**src/rtl/pipe_mult_approx_if.sv**
```systemverilog
// Operand and result streams of pipe_mult_approx, each with valid/ready handshake.
interface pipe_mult_approx_if #(parameter int W = 8);
  logic           in_valid;
  logic           in_ready;
  logic [W-1:0]   in_a;
  logic [W-1:0]   in_b;
  logic           in_approx;
  logic           out_valid;
  logic           out_ready;
  logic [2*W-1:0] out_y;
  logic           out_approx;

  modport master (
    output in_valid, in_a, in_b, in_approx, out_ready,
    input  in_ready, out_valid, out_y, out_approx
  );

  modport slave (
    input  in_valid, in_a, in_b, in_approx, out_ready,
    output in_ready, out_valid, out_y, out_approx
  );
endinterface

```
**src/rtl/pipe_mult_approx.sv**
```systemverilog
// 3-stage unsigned multiplier, exact or approximate (AL*BL dropped); 3-cycle latency, 1 beat/cycle.
// Stalls hold data in place; bubbles collapse and in_ready drops only when all three stages are full.
module pipe_mult_approx #(
  parameter int W     = 8,
  parameter int CNT_W = 16
) (
  input  logic             clk,
  input  logic             rst_n,
  pipe_mult_approx_if.slave io,
  output logic [2:0]       stage_en,
  output logic [CNT_W-1:0] op_count
);
  localparam int H = W / 2;

  logic           v1, v2, v3;
  logic           ld1, ld2, ld3;
  logic [W-1:0]   a1, b1;
  logic           m1;
  logic [W-1:0]   p0, p1, p2, p3;
  logic           m2;
  logic [2*W-1:0] y3;
  logic           m3;

  logic [W-1:0]   p0_d, p1_d, p2_d, p3_d;
  logic [2*W-1:0] sum;

  assign ld3         = v2 & (~v3 | io.out_ready);
  assign ld2         = v1 & (~v2 | ld3);
  assign io.in_ready = ~v1 | ld2;
  assign ld1         = io.in_valid & io.in_ready;
  assign stage_en    = {ld3, ld2, ld1};

  assign io.out_valid  = v3;
  assign io.out_y      = y3;
  assign io.out_approx = m3;

  // Half-width parts are zero-extended so each partial product is a full W-bit result.
  always_comb begin
    p0_d = '0;
    if (!m1)
      p0_d = {{H{1'b0}}, a1[H-1:0]} * {{H{1'b0}}, b1[H-1:0]};
    p1_d = {{H{1'b0}}, a1[W-1:H]} * {{H{1'b0}}, b1[H-1:0]};
    p2_d = {{H{1'b0}}, a1[H-1:0]} * {{H{1'b0}}, b1[W-1:H]};
    p3_d = {{H{1'b0}}, a1[W-1:H]} * {{H{1'b0}}, b1[W-1:H]};
  end

  assign sum = {{W{1'b0}}, p0}
             + ({{W{1'b0}}, p1} << H)
             + ({{W{1'b0}}, p2} << H)
             + ({{W{1'b0}}, p3} << W);

  always_ff @(posedge clk) begin
    if (!rst_n) begin
      v1       <= 1'b0;
      v2       <= 1'b0;
      v3       <= 1'b0;
      y3       <= '0;
      m3       <= 1'b0;
      op_count <= '0;
    end else begin
      v1 <= ld1 | (v1 & ~ld2);
      v2 <= ld2 | (v2 & ~ld3);
      v3 <= ld3 | (v3 & ~io.out_ready);
      if (v3 && io.out_ready)
        op_count <= op_count + CNT_W'(1);
      if (ld3) begin
        y3 <= sum;
        m3 <= m2;
      end
    end
  end

  // Operand and partial-product registers only move on their load enable.
  always_ff @(posedge clk) begin
    if (ld1) begin
      a1 <= io.in_a;
      b1 <= io.in_b;
      m1 <= io.in_approx;
    end
    if (ld2) begin
      p0 <= p0_d;
      p1 <= p1_d;
      p2 <= p2_d;
      p3 <= p3_d;
      m2 <= m1;
    end
  end
endmodule

```
**src/flat_wrapper.sv**
```systemverilog
// flat-port wrapper written by rule: the top's interface ports become plain ports
module pipe_mult_approx_flat 
#(
  parameter int W     = 8,
  parameter int CNT_W = 16
)
  (clk, rst_n, stage_en, op_count, io_in_valid, io_in_a, io_in_b, io_in_approx, io_out_ready, io_in_ready, io_out_valid, io_out_y, io_out_approx);
  pipe_mult_approx_if #(.W(W)) io_i ();
  input  logic clk;
  input  logic rst_n;
  output logic [2:0] stage_en;
  output logic [CNT_W-1:0] op_count;
  input wire logic [$bits(io_i.in_valid)-1:0] io_in_valid;
  input wire logic [$bits(io_i.in_a)-1:0] io_in_a;
  input wire logic [$bits(io_i.in_b)-1:0] io_in_b;
  input wire logic [$bits(io_i.in_approx)-1:0] io_in_approx;
  input wire logic [$bits(io_i.out_ready)-1:0] io_out_ready;
  output wire logic [$bits(io_i.in_ready)-1:0] io_in_ready;
  output wire logic [$bits(io_i.out_valid)-1:0] io_out_valid;
  output wire logic [$bits(io_i.out_y)-1:0] io_out_y;
  output wire logic [$bits(io_i.out_approx)-1:0] io_out_approx;
  assign io_i.in_valid = io_in_valid;
  assign io_i.in_a = io_in_a;
  assign io_i.in_b = io_in_b;
  assign io_i.in_approx = io_in_approx;
  assign io_i.out_ready = io_out_ready;
  assign io_in_ready = io_i.in_ready;
  assign io_out_valid = io_i.out_valid;
  assign io_out_y = io_i.out_y;
  assign io_out_approx = io_i.out_approx;
  pipe_mult_approx #(.W(W), .CNT_W(CNT_W)) u_core (.clk(clk), .rst_n(rst_n), .io(io_i), .stage_en(stage_en), .op_count(op_count));
endmodule
```
**config.mk**
```make
export PLATFORM = sky130hd
export DESIGN_NAME = pipe_mult_approx_flat
export DESIGN_NICKNAME = d
export VERILOG_FILES = /design/src/rtl/pipe_mult_approx_if.sv /design/src/rtl/pipe_mult_approx.sv /design/src/flat_wrapper.sv
export SDC_FILE = /design/constraint.sdc
export NUM_CORES = 1
export LEC_CHECK = 0
export CAP_MARGIN = 20
export CORE_UTILIZATION = 45
export DETAILED_ROUTE_END_ITERATION = 6
export HOLD_SLACK_MARGIN = 0.02
export PLACE_DENSITY = 0.66
export SLEW_MARGIN = 20
export SYNTH_ARGS = -nofsm -noshare
export SYNTH_HDL_FRONTEND = slang
export SYNTH_SLANG_ARGS = --single-unit
```
**constraint.sdc**
```tcl
create_clock -name clk -period 8 [get_ports clk]
set_input_delay 1.6 -clock clk [delete_from_list [all_inputs] [get_ports clk]]
set_output_delay 1.6 -clock clk [all_outputs]
set_load 0.02 [all_outputs]
```
==> results of run 1 <==
-- Yosys cell counts, drive strengths merged --
cell type	instances	area share, %
ha	67	15
nand2	58	4.0
and2	56	6.3
edfxtp	50	27
inv	48	3.3
dfxtp	36	13
xnor2	27	4.3
a21oi	22	2.0
fa	22	8.0
nand3	18	1.7
nor2	16	1.1
xor2	15	2.4
a21boi	12	1.6
o21ai	12	1.1
nor2b	8	1.0
nand4	7	0.79
a21o	6	0.81
buf	6	0.79
clkbuf	5	0.34
nor3	4	0.63
a211oi	3	0.41
o2111ai	3	0.47
o21bai	3	0.41
a31oi	2	0.23
nand2b	2	0.36
nor4b	2	0.32
o311ai	2	0.32
and3	1	0.11
nor3b	1	0.14
nor4	1	0.38
nor4bb	1	0.18
o211a	1	0.18
o211ai	1	0.14
o21a	1	0.14
o22ai	1	0.11
o41a	1	0.20
or2	1	0.16
or3b	1	0.16
or4b	1	0.18
-- through the flow --
stage | setup WS [ns] | instances | area (um^2) | utilization (%)
after floorplan | 1.81 | 524 | 5540 | -
final | 2.52 | 736 | 6590 | 54.9
after CTS | 2.47 | 736 | 6590 | 54.9
after detailed placement | 2.49 | 720 | 6270 | 52.2
after global routing | 2.37 | 736 | 6590 | 54.9
after global placement | 2.50 | 720 | 6270 | 52.2
-- metal layers --
layer  up-vias  part of all wire [%]
met5         -                     0
met4         0                   1.3
met3        15                   4.4
met2        91                    48
met1      1746                    46
li1       1911                     -
-- critical path: stages --
cell,delay (ns)
clkdlybuf4s50_1,0.60
nor2b_4,0.10
a21boi_4,0.80
clkdlybuf4s50_1,0.76
-- worst paths after layout --
kind	from	to	depth (start not counted)
worst max-delay path	io_out_ready	stage_en[1]	4
worst max register to register	u_core.p0[5]	u_core.io.out_y[15]	14
worst min-delay path	u_core.io.out_y[5]	u_core.io.out_y[5]	2
worst min register to register	u_core.io.out_y[5]	u_core.io.out_y[5]	2
-- cell families after synthesis --
logic type	Yosys count	share of synthesized area (%)
AND/OR/NAND/NOR	178	17.6
adder cells (fa/ha/maj)	89	23.1
flip-flops	86	40.1
AO/OA/AOI/OAI	70	8.11
buffers and inverters	59	4.39
XOR/XNOR	42	6.65
-- sequential cells by signal, indices dropped and copies added (netlist names) --
signal and cells:
u_core.a1 8, u_core.b1 8, u_core.io.out_approx 1, u_core.io.out_valid 1, u_core.io.out_y 16, u_core.m1 1
u_core.m2 1, u_core.op_count 16, u_core.p0 8, u_core.p1 8, u_core.p2 8, u_core.p3 8
u_core.v1 1, u_core.v2 1
-- where the power goes --
part / switching, uW / internal, uW
Clock: 165 / 282
Combinational: 229 / 190
Sequential: 29.4 / 516
Total: 423 / 989
-- final cells by class --
| class | count | area (um^2) | share of cell area, % |
|---|---|---|---|
| clock buffer | 11 | 243 | 3.68 |
| clock inverter | 5 | 81.3 | 1.23 |
| inverter | 48 | 180 | 2.73 |
| multi-input combinational | 379 | 3090 | 46.8 |
| sequential | 86 | 2220 | 33.7 |
| tap | 147 | 184 | 2.79 |
| timing repair buffer | 60 | 596 | 9.03 |
==> metrics, run 1 <==
status complete, no violations; input/output buffers 58; Fin Setup TNS 0 ns; DRC Markers 0; vias per cell 5.11; Total GRT Usage 16.8%; CTS tree done; Die Width about 110 um; vias in the first global route 3676; commonest cells after routing, fill and taps aside 67 x ha_1, 58 x clkdlybuf4s50_1, 56 x nand2_1, 56 x and2_1, 50 x edfxtp_1; Most Crowded Layer GR met2; H-tree levels 3; crit path max fanout 34; Setup Skew 0.00704 ns; routing usage on met2 ~28%; slew margin rel. between 30 and 40%; Final Max Tran Viols 0; GR Layer Usage met1 21.3%; largest net degree at the start of global routing 44; startpoint types input pin; clk sink count 86; layout cell share with drive strength beyond 1 5.26%; fmax ~0.18 GHz; DIE HEIGHT 113 um; Worst Path Required approximately 6.4 ns; core area between 10000 and 15000 um^2; Post-CTS Hold Buffers 0; Initial DRC Count 191; mapped cell area 5540 um^2; final worst-path cycle share 68.5%; commonest non-fill, non-tap cell in the layout ha_1; Worst VDD drop 198 uV; ANT cells 0; routed wire length 9730 um; RSZ-0062 raised after global routing false; Post CTS Setup Buffer Count 0; Crit. End Element output port; Syn Area/Cell 10.6 um^2; Starting Density 46.1%; WHS 0.453 ns; area grow syn2layout 19.1%; min Tclk post-route 5.48 ns; Num CTS Buffers 9; Reg2Reg Setup Slack 4.52 ns; MaxCap Viol Count 0; Hold Crit Class flop to flop; GR Overflow Total 0; Synth Warn # 0; routability cong. 0.840; initial antenna violation count 0; number of setup violations in the final report 0; PD cells 214 nW/um^2; Wirelength per Cell about 13 um; Crit Path Class input pin to output port; Worst Path Arrival 3.88 ns; post-CTS resize count 0; first-pass GRT wire length 16900 um; final hold vios 0; drt first pass iters 6; DP HPWL ~7400 um; syn_nets about 630; Netlist cell types 50; num ports 59; Synth Register Bits 86; M3 GR Usage 4.39%; synthesized instance count about 520; row count 40; die area 12700 um^2; Worst Max-Slew Pin Slew approximately 1.0 ns; Root Driver clkbuf_16; NumNets Final 694; Filler Cell Count 1083; post-route ant nets 0; P_leak 0.00282 uW; worst skew pair latency 0.34 ns; routed via count between 3000 and 4000; Clock Path Buffers 2; post-synthesis sequential area ratio 40.1%; CTS clk-pin slew, worst paths about 0.06 ns; Pwr Total 1410 uW
No activity file was read; power rests on OpenSTA's default activity.
==> run 2: changes to the inputs <==
- PLACE_DENSITY: 0.66 -> 0.68
- clock period: 8 -> 4.6 ns (I/O delays scaled with it)
==> metrics, run 2 (same netlist as run 1, synthesis figures left out) <==
worst skew pair latency ~0.34 ns; largest net degree at the start of global routing 44; routed wire length 9930 um; status finished with violations; startpoint types input pin; Wirelength per Cell roughly 13 um; CTS clk-pin slew, worst paths 0.05 ns; Worst path max stage delay 0.68 ns; Starting Density 46.1%; routability cong. between 0.8 and 0.9; Root Driver clkbuf_16; Crit Path Class input pin to output port; Most Frequent Cell on Critical Path clkdlybuf4s50_1; row count 40; Post-CTS Hold Buffers 0; CP max stage cell clkdlybuf4s50_1; fmax 0.269 GHz; number of setup violations in the final report 0; die area between 10000 and 15000 um^2; Worst VDD drop 197 uV; P_leak 0.00280 uW; commonest non-fill, non-tap cell in the layout ha_1; Clock Power Share 28.6%; core area 12000 um^2; Crit. End Element output port; Total GRT Usage about 17%; Post CTS Setup Buffer Count 0; final worst-path cycle share 80.7%; sequential power share approximately 40%; Worst Max-Slew Pin Slew between 0.4 and 0.5 ns; DIE HEIGHT ~110 um; post-CTS resize count 0; PD cells 359 nW/um^2; MaxCap Viol Count 0; sw power 725 uW; DP HPWL 7660 um; Final Max Tran Viols 0; Initial DRC Count between 150 and 200; clk sink count 86; Die Width 113 um; violated checks DRC; commonest cells after routing, fill and taps aside 67 x ha_1, 58 x clkdlybuf4s50_1, 56 x nand2_1, 56 x and2_1, 50 x edfxtp_1; post-route ant nets 0; vias per cell 5.12; Setup Skew about 0.0063 ns; crit path max fanout 20; DRC Markers 1; Worst Path Arrival 2.79 ns; initial antenna violation count 0; switching share of power 30.9%; crit path buf inv count 3; vias in the first global route roughly 3700; layout cell share with drive strength beyond 1 under 10%; Cell Int Power 1620 uW; Clock Path Buffers 2; min Tclk post-route 3.71 ns; first-pass GRT wire length 16800 um; input/output buffers 58; RSZ-0062 raised after global routing false; delay-heaviest family, CP buffers and inverters; NumNets Final roughly 700; Pwr Total 2350 uW; num ports 59; final hold vios 0; ANT cells 0; Fin Setup TNS 0 ns; Hold Crit Class flop to flop; Num CTS Buffers 9; slew margin rel. 72.6%; area grow syn2layout 18.3%; routed via count 3774; GR Overflow Total 0; CTS tree done; combinational power share 30.9%; Finished Core Util 54.5%; H-tree levels 3; Worst Path Required 3.68 ns; Cell Chain, Critical Path clkdlybuf4s50_1, nor2b_4, nand2b_4, inv_2, clkdlybuf4s50_1; drt first pass iters 6
-- run 2: cell types whose count changed in the layout (fill, tap and decap cells not counted) --
cell        before  now
buf_4            2    3
bufinv_16        2    0
clkbuf_1         1    4
clkbuf_8         1    2
clkinvlp_4       1    0
inv_6            1    0
-- run 2: power groups by stage --
stage / Combinational (uW) / Sequential (uW) / Clock, uW
final: 726 / 950 / 673
after CTS: 735 / 950 / 691
after detailed placement: 725 / 966 / 0
after global placement: 709 / 964 / 0
after global routing: 835 / 958 / 722
after floorplan: 539 / 964 / 0
-- run 2: path summary, 6_finish.rpt --
path | end | cells after the start | slack [ns] | startpoint
worst max-delay path | stage_en[2] | 5 | 0.89 | io_out_ready
worst min-delay path | u_core.io.out_y[5] | 2 | 0.45 | u_core.io.out_y[5]
worst max register to register | u_core.io.out_y[15] | 16 | 1.15 | u_core.p1[0]
worst min register to register | u_core.io.out_y[5] | 2 | 0.45 | u_core.io.out_y[5]
-- run 2: layer usage --
metal / vias up / GRT usage (%) / part of all wire (%)
met4: 0 / 8.51 / 2.3
li1: 1908 / - / -
met1: 1762 / 20.7 / 47
met3: 17 / 3.11 / 3.3
met5: - / 0 / 0
met2: 87 / 28.1 / 47
-- run 2: area by class of cell --
cell class	count	area, um^2
Inverter	48	180
Sequential cell	86	2220
Multi-Input combinational cell	379	3090
Timing Repair Buffer	61	603
Fill cell	1066	5460
Tap cell	147	184
Clock inverter	1	5.00
Clock buffer	15	268
-- run 2: stage by stage --
step | hold WS (ns) | setup WS [ns] | std cells | area, um^2
floorplan | 0.465 | 0.706 | 524 | 5540
global placement | 0.441 | 0.906 | 721 | 6280
detailed placement | 0.447 | 0.868 | 721 | 6280
CTS | 0.454 | 0.861 | 737 | 6550
global route | 0.487 | 0.790 | 737 | 6550
finish | 0.452 | 0.889 | 737 | 6550
-- run 2: worst register-to-register path, cell delays in order, from the launching register on --
cell	delay (ns)
edfxtp_1	0.33
ha_1	0.17
inv_1	0.06
fa_1	0.40
nor2b_1	0.14
o21ai_0	0.10
nand2b_1	0.14
nand3_1	0.10
xor2_1	0.18
fa_1	0.49
inv_1	0.04
ha_1	0.36
a21oi_1	0.12
o22ai_1	0.12
a21oi_1	0.08
or4b_1	0.50
nand3_1	0.07
